### src/rtl/apbgpu_cmdq.sv
// apbgpu_cmdq: APB-programmed command queue feeding a GPU core.
//
// Software pushes {opcode, parameters} commands through the CMD register.
// They are held in a DEPTH-entry FIFO and presented to the GPU core one at a
// time on a valid/ready handshake. STATUS reports occupancy and a sticky
// overflow flag. CTRL can flush the queue and clear the overflow flag.
//
// Ports
//   clk, n_rst             clock, asynchronous active-low reset
//   pAddr_i .. pWrite_i    APB requester side (address bits [3:2] pick the register)
//   pReady_o               APB ready; low only while a CMD write waits on a full queue
//   pDataRead_o            APB read data (zero outside ACCESS reads)
//   pSlvErr_o              APB error, only ever high in ACCESS
//   command_o              head command valid towards the GPU core
//   cmd_ready_i            GPU core takes the head command
//   opcode_o               head command opcode (zero when empty)
//   parameters_o           head command parameters (zero when empty)
module apbgpu_cmdq #(
  parameter int DEPTH         = 8,
  parameter int PARW          = 25,
  parameter int STALL_ON_FULL = 1
) (
  input  logic            clk,
  input  logic            n_rst,
  input  logic [31:0]     pAddr_i,
  input  logic [31:0]     pDataWrite_i,
  input  logic            pSel_i,
  input  logic            pEnable_i,
  input  logic            pWrite_i,
  output logic            pReady_o,
  output logic [31:0]     pDataRead_o,
  output logic            pSlvErr_o,
  output logic            command_o,
  input  logic            cmd_ready_i,
  output logic [3:0]      opcode_o,
  output logic [PARW-1:0] parameters_o
);

  localparam int AW = $clog2(DEPTH);
  localparam int CW = AW + 1;
  localparam int EW = 4 + PARW;

  typedef enum logic {
    IDLE,
    ACCESS
  } state_t;

  state_t          state_q, state_d;
  logic [AW-1:0]   wr_ptr_q, wr_ptr_d;
  logic [AW-1:0]   rd_ptr_q, rd_ptr_d;
  logic [CW-1:0]   count_q, count_d;
  logic            overflow_q, overflow_d;
  logic [EW-1:0]   mem_q [DEPTH];

  logic            access;
  logic [1:0]      reg_sel;
  logic            empty;
  logic            full;
  logic            pop;
  logic            cmd_wr;
  logic            ctrl_wr;
  logic            stall;
  logic            drop;
  logic            push;
  logic            flush;
  logic            clr_ovf;
  logic            bad_access;
  logic [EW-1:0]   head;
  logic [EW-1:0]   push_data;
  logic [31:0]     status;
  logic            unused_ok;

  // Address bits outside [3:2] and write-data bits [27:PARW] carry no meaning.
  assign unused_ok = ^{pAddr_i[31:4], pAddr_i[1:0], pDataWrite_i};

  assign empty     = (count_q == '0);
  assign full      = (count_q == CW'(DEPTH));
  assign command_o = !empty;
  assign pop       = command_o && cmd_ready_i;

  // Head comes from storage only, so a push never falls through in its own cycle.
  assign head         = mem_q[rd_ptr_q];
  assign opcode_o     = empty ? 4'd0 : head[EW-1 -: 4];
  assign parameters_o = empty ? '0 : head[PARW-1:0];

  // An access only counts while the requester keeps the transfer alive.
  assign access  = (state_q == ACCESS) && pSel_i && pEnable_i;
  assign reg_sel = pAddr_i[3:2];
  assign cmd_wr  = access && pWrite_i && (reg_sel == 2'd0);
  assign ctrl_wr = access && pWrite_i && (reg_sel == 2'd2);

  // A same-cycle pop frees a slot, so a full queue only blocks without one.
  // pReady_o must see this cycle's pop, which is why it is combinational.
  assign stall    = cmd_wr && (STALL_ON_FULL != 0) && full && !pop;
  assign drop     = cmd_wr && (STALL_ON_FULL == 0) && full && !pop;
  assign pReady_o = !stall;
  assign push     = cmd_wr && (!full || pop);

  assign flush   = ctrl_wr && pDataWrite_i[0];
  assign clr_ovf = ctrl_wr && pDataWrite_i[1];

  assign push_data = {pDataWrite_i[31:28], pDataWrite_i[PARW-1:0]};

  assign bad_access = access && ((reg_sel == 2'd3) ||
                                 ((reg_sel == 2'd2) && !pWrite_i) ||
                                 ((reg_sel == 2'd1) && pWrite_i));
  assign pSlvErr_o  = bad_access || drop;

  assign status      = {overflow_q, 21'd0, full, empty, 8'(count_q)};
  assign pDataRead_o = (access && !pWrite_i && (reg_sel == 2'd1)) ? status : 32'd0;

  // Next-state: APB phase, FIFO pointers/count, sticky overflow.
  // A flush overrides any push or pop landing in the same cycle.
  always_comb begin
    state_d    = state_q;
    wr_ptr_d   = wr_ptr_q;
    rd_ptr_d   = rd_ptr_q;
    count_d    = count_q;
    overflow_d = overflow_q;

    unique case (state_q)
      IDLE:    if (pSel_i && !pEnable_i) state_d = ACCESS;
      ACCESS:  if (!access || pReady_o) state_d = IDLE;
      default: state_d = IDLE;
    endcase

    if (flush) begin
      wr_ptr_d = '0;
      rd_ptr_d = '0;
      count_d  = '0;
    end else begin
      if (push) wr_ptr_d = wr_ptr_q + AW'(1);
      if (pop)  rd_ptr_d = rd_ptr_q + AW'(1);
      if (push && !pop)      count_d = count_q + CW'(1);
      else if (pop && !push) count_d = count_q - CW'(1);
    end

    if (clr_ovf)   overflow_d = 1'b0;
    else if (drop) overflow_d = 1'b1;
  end

  always_ff @(posedge clk or negedge n_rst) begin
    if (!n_rst) begin
      state_q    <= IDLE;
      wr_ptr_q   <= '0;
      rd_ptr_q   <= '0;
      count_q    <= '0;
      overflow_q <= 1'b0;
    end else begin
      state_q    <= state_d;
      wr_ptr_q   <= wr_ptr_d;
      rd_ptr_q   <= rd_ptr_d;
      count_q    <= count_d;
      overflow_q <= overflow_d;
    end
  end

  // Storage is not reset; only the count decides which entries are live.
  always_ff @(posedge clk) begin
    if (push && !flush) mem_q[wr_ptr_q] <= push_data;
  end

endmodule

### config.mk
export PLATFORM = sky130hd
export DESIGN_NAME = apbgpu_cmdq
export DESIGN_NICKNAME = d
export VERILOG_FILES = /design/src/rtl/apbgpu_cmdq.sv
export SDC_FILE = /design/constraint.sdc
export NUM_CORES = 1
export LEC_CHECK = 0
export BUFFER_PORTS_ARGS = -buffer_cell sky130_fd_sc_hd__buf_2
export CORE_MARGIN = 2
export CORE_UTILIZATION = 57
export CTS_CLUSTER_DIAMETER = 120
export DETAILED_ROUTE_END_ITERATION = 7
export PLACE_DENSITY = 0.83
export SYNTH_ARGS = -nofsm -noshare
export SYNTH_HDL_FRONTEND = slang
export SYNTH_SLANG_ARGS = --single-unit
### constraint.sdc
create_clock -name clk -period 4.3 [get_ports clk]
set_clock_uncertainty 0.05 [all_clocks]
set_input_delay 0.215 -clock clk [delete_from_list [all_inputs] [get_ports clk]]
set_output_delay 0.215 -clock clk [all_outputs]
set_load 0.005 [all_outputs]
==> impl_results.md <==
* Fin area at about 11000 um^2
* # diodes at 0
* DR vias at between 4000 and 5000
* Die area at approximately 18000 um^2
* Data required time at the worst endpoint at a little over 4 ns
* Crit path max fanout at 36
* FF/Latch Area at 7250 um^2
* Critical Path AT at about 2.8 ns
* Area delta synth->final at 16.0%
* Nets at 682
* Max_slew headroom at roughly a quarter
* Most frequent cells in the layout: edfxtp_1, buf_2, mux4_2, nor2_1, dlygate4sd3_1
* First-pass GRT wire length at between 20000 and 30000 um
* Worst setup margin at around 1.3 ns
* Reg power frac at a little under half
* Final period utilization at 70.1%
* Pwr dens at about 550 nW/um^2
* Placed cells at slightly below 800
* CP Launch Point: rd_ptr_q[0]$_DFFE_PN0P_
* Cell Rows at 47
* # setup viols final at 0
* Post-route ant nets at 0
* Hold violation count in the final report at 0
* Initial antenna violation count at 0
* Final worst path period need at about 3.0 ns
* Crit Path Class: reg -> out
* Post-DP HPWL at ~10000 um
* Largest net degree at the start of global routing at 37
* Peak supply drop at about 0.38 mV
* Post-CTS sizing at 0
* Area of the multi-input gates at 2420 um^2
* All-layer global routing usage at about a fifth
* P_int at between 4 and 5 mW
* Slew @ Worst Pin at around 1.1 ns
* Clock buffer count from CTS at 23
* Leakage power of the design at slightly below 4 nW
* Sw frac at approximately 28%
* Clock group share of total power at ~29%
* Total Routed Length at about 18000 um
* DRT iter0 DRCs at ~360
* Cell Area, Placed at just over 10000 um^2
* Fraction of registers with async set/reset at under 10%
* Die Height at 135 um
* Top Ports at 134
* DR WL/cell at roughly 22 um
* CTS tree: done
* RSZ-0062 raised after global routing: no
* Reg2reg start: state_q$_DFF_PN0_
* Synth cell types at 44
* CP Launch Type: register
* Clk Latency, worst-skew pair at 0.51 ns
* Sw power at between 1.5 and 2 mW
* Vias in the first global route at between 5000 and 6000
* Synth Cell Area at between 9000 and 10000 um^2
* Clock Path Buffers at 3
* Mapped Cells at 490
* #FFs+latches synth at about 240
* Number of synthesized flops with an enable pin at around 230
* Drt via density at roughly 5.8
* FILL cells at 1087
* Max-cap viol count at 0
* Share of cells above drive strength 1 at a little under a third
* CP Capture Type: output pin
* Starting Density at between 50% and 60%
* Post-Place Setup Slack at ~1.5 ns
* H-tree depth at 1
* Global-route met3 utilization at under 10%
* Root Buffer Master: clkbuf_16
* Die X at approximately 140 um
* Routability cong. at between 0.8 and 0.9
* Yosys warns at 0
* Top_reg_cell synth: edfxtp_1
* Commonest non-fill, non-tap cell in the layout: edfxtp_1
* PortBufs at 74
* Seq/Total Area, Yosys at approximately three quarters
* Fin cells at between 800 and 900
* Hold crit path type: in -> async
* Combinational share of power at between 20 and 25%
* F_max at between 300 and 400 MHz
* TritonRoute pass-1 iters at 4
* Slew Limit Fails at 0
* Setup Fix Bufs, Post-CTS at 0
* GR Util met1 at 26.5%
* Hold-fix buffers, CTS at 33
* Core Footprint at 16700 um^2
* Syn Area/Cell at approximately 20 um^2
* DRC errors left at 0
* Gr busiest metal: met2
* Outcome: finished, final reports clean
* Global route overflow at 0
* GRT met2 Usage at ~38%
* Post-Route Setup TNS at 0 ns
* Sinks on Clock Net at approximately 240
* Clock transition at path regs at 0.06 ns
==> power by group through the flow <==
stage                     combinational, mW  clock [mW]  sequential, mW
after CTS                              1.54        1.85            2.93
final                                  1.52        1.81            2.92
after detailed placement               1.51           0            2.99
after global routing                   1.65        1.93            2.95
after global placement                 1.47           0            2.98
after floorplan                        1.28           0            2.71
==> stage by stage <==
step           total power, mW  hold WS, ns  utilization, %
6_report                  6.25        0.101            68.2
5_1_grt                   6.53        0.102            68.2
4_1_cts                   6.32       0.0501            68.2
3_5_place_dp              4.50       0.0520            62.2
3_3_place_gp              4.45       0.0461            62.2
2_1_floorplan             3.99       -0.131               -
==> Yosys cell counts, types with 2 or more instances <==
library cell  instances  share of area, %
o21ai_0               2              0.10
and2_1                5              0.32
mux4_2               58                13
ha_1                  4              0.51
o211ai_1              2              0.15
buf_2                 7              0.36
xnor2_1               2              0.18
nor3_1                2              0.10
buf_1                 2             0.076
xor2_1                3              0.27
dfrtp_1              11               2.8
nand3_1               5              0.25
a21oi_1               2              0.10
buf_4                28               2.1
nand2b_1              4              0.25
nor2_1               44               1.7
inv_1                 5              0.19
edfxtp_1            232                71
nand2_1               6              0.23
clkbuf_1             11              0.42
mux2i_1              31               3.2
nand3b_1              2              0.15
==> layout make-up <==
type | count | area share (%)
Clock buffer | 25 | 5.12
Clock inverter | 17 | 0.758
Inverter | 6 | 0.209
Multi-Input combinational cell | 218 | 21.2
Sequential cell | 243 | 63.6
Tap cell | 220 | 2.42
Timing Repair Buffer | 115 | 6.68
==> state kept, by name, indices dropped and copies added (netlist names) <==
register	count
count_q	4
wr_ptr_q	3
mem_q	232
rd_ptr_q	3
state_q	1
==> critical path: stages (launching register included) <==
cell and delay [ns]:
dfrtp_4 0.87, buf_4 0.41, mux4_2 0.56, mux2i_1 0.15
nor2_1 0.07, buf_2 0.14
==> layer usage <==
layer	wire [um]	vias to the layer above
met4	545	0
met3	1270	42
met2	9680	197
met5	0	-
li1	-	2139
met1	6930	2478
==> path summary, 6_finish.rpt <==
check | endpoint | slack (ns) | cells after the start
hold reg to reg | wr_ptr_q[0]$_DFFE_PN0P_ | 0.55 | 2
setup / recovery | parameters_o[24] | 1.29 | 5
hold / removal | state_q$_DFF_PN0_ | 0.10 | 2
setup reg to reg | mem_q[3][23]$_DFFE_PP_ | 1.68 | 4
min in group clk | count_q[0]$_DFFE_PN0P_ | 0.19 | 4
max in group asynchronous | rd_ptr_q[0]$_DFFE_PN0P_ | 3.86 | 2
==> kinds of logic (layout without fill, tap and decap cells) <==
kind of cell               count (synthesis)  count (layout)  synth area share, %
DFF                                      243             243                 73.8
buffers and inverters                     54             163                 3.24
xor gates and xnor gates                   5               5                0.446
and+or+nand+nor                           79              79                 4.22
muxes                                     89              89                 16.5
AOI/OAI and AO/OA                         14              14                 1.12
adders and majority gates                  5               5                0.714
other                                      1              26               0.0382
(Power assumes the default switching activity.)
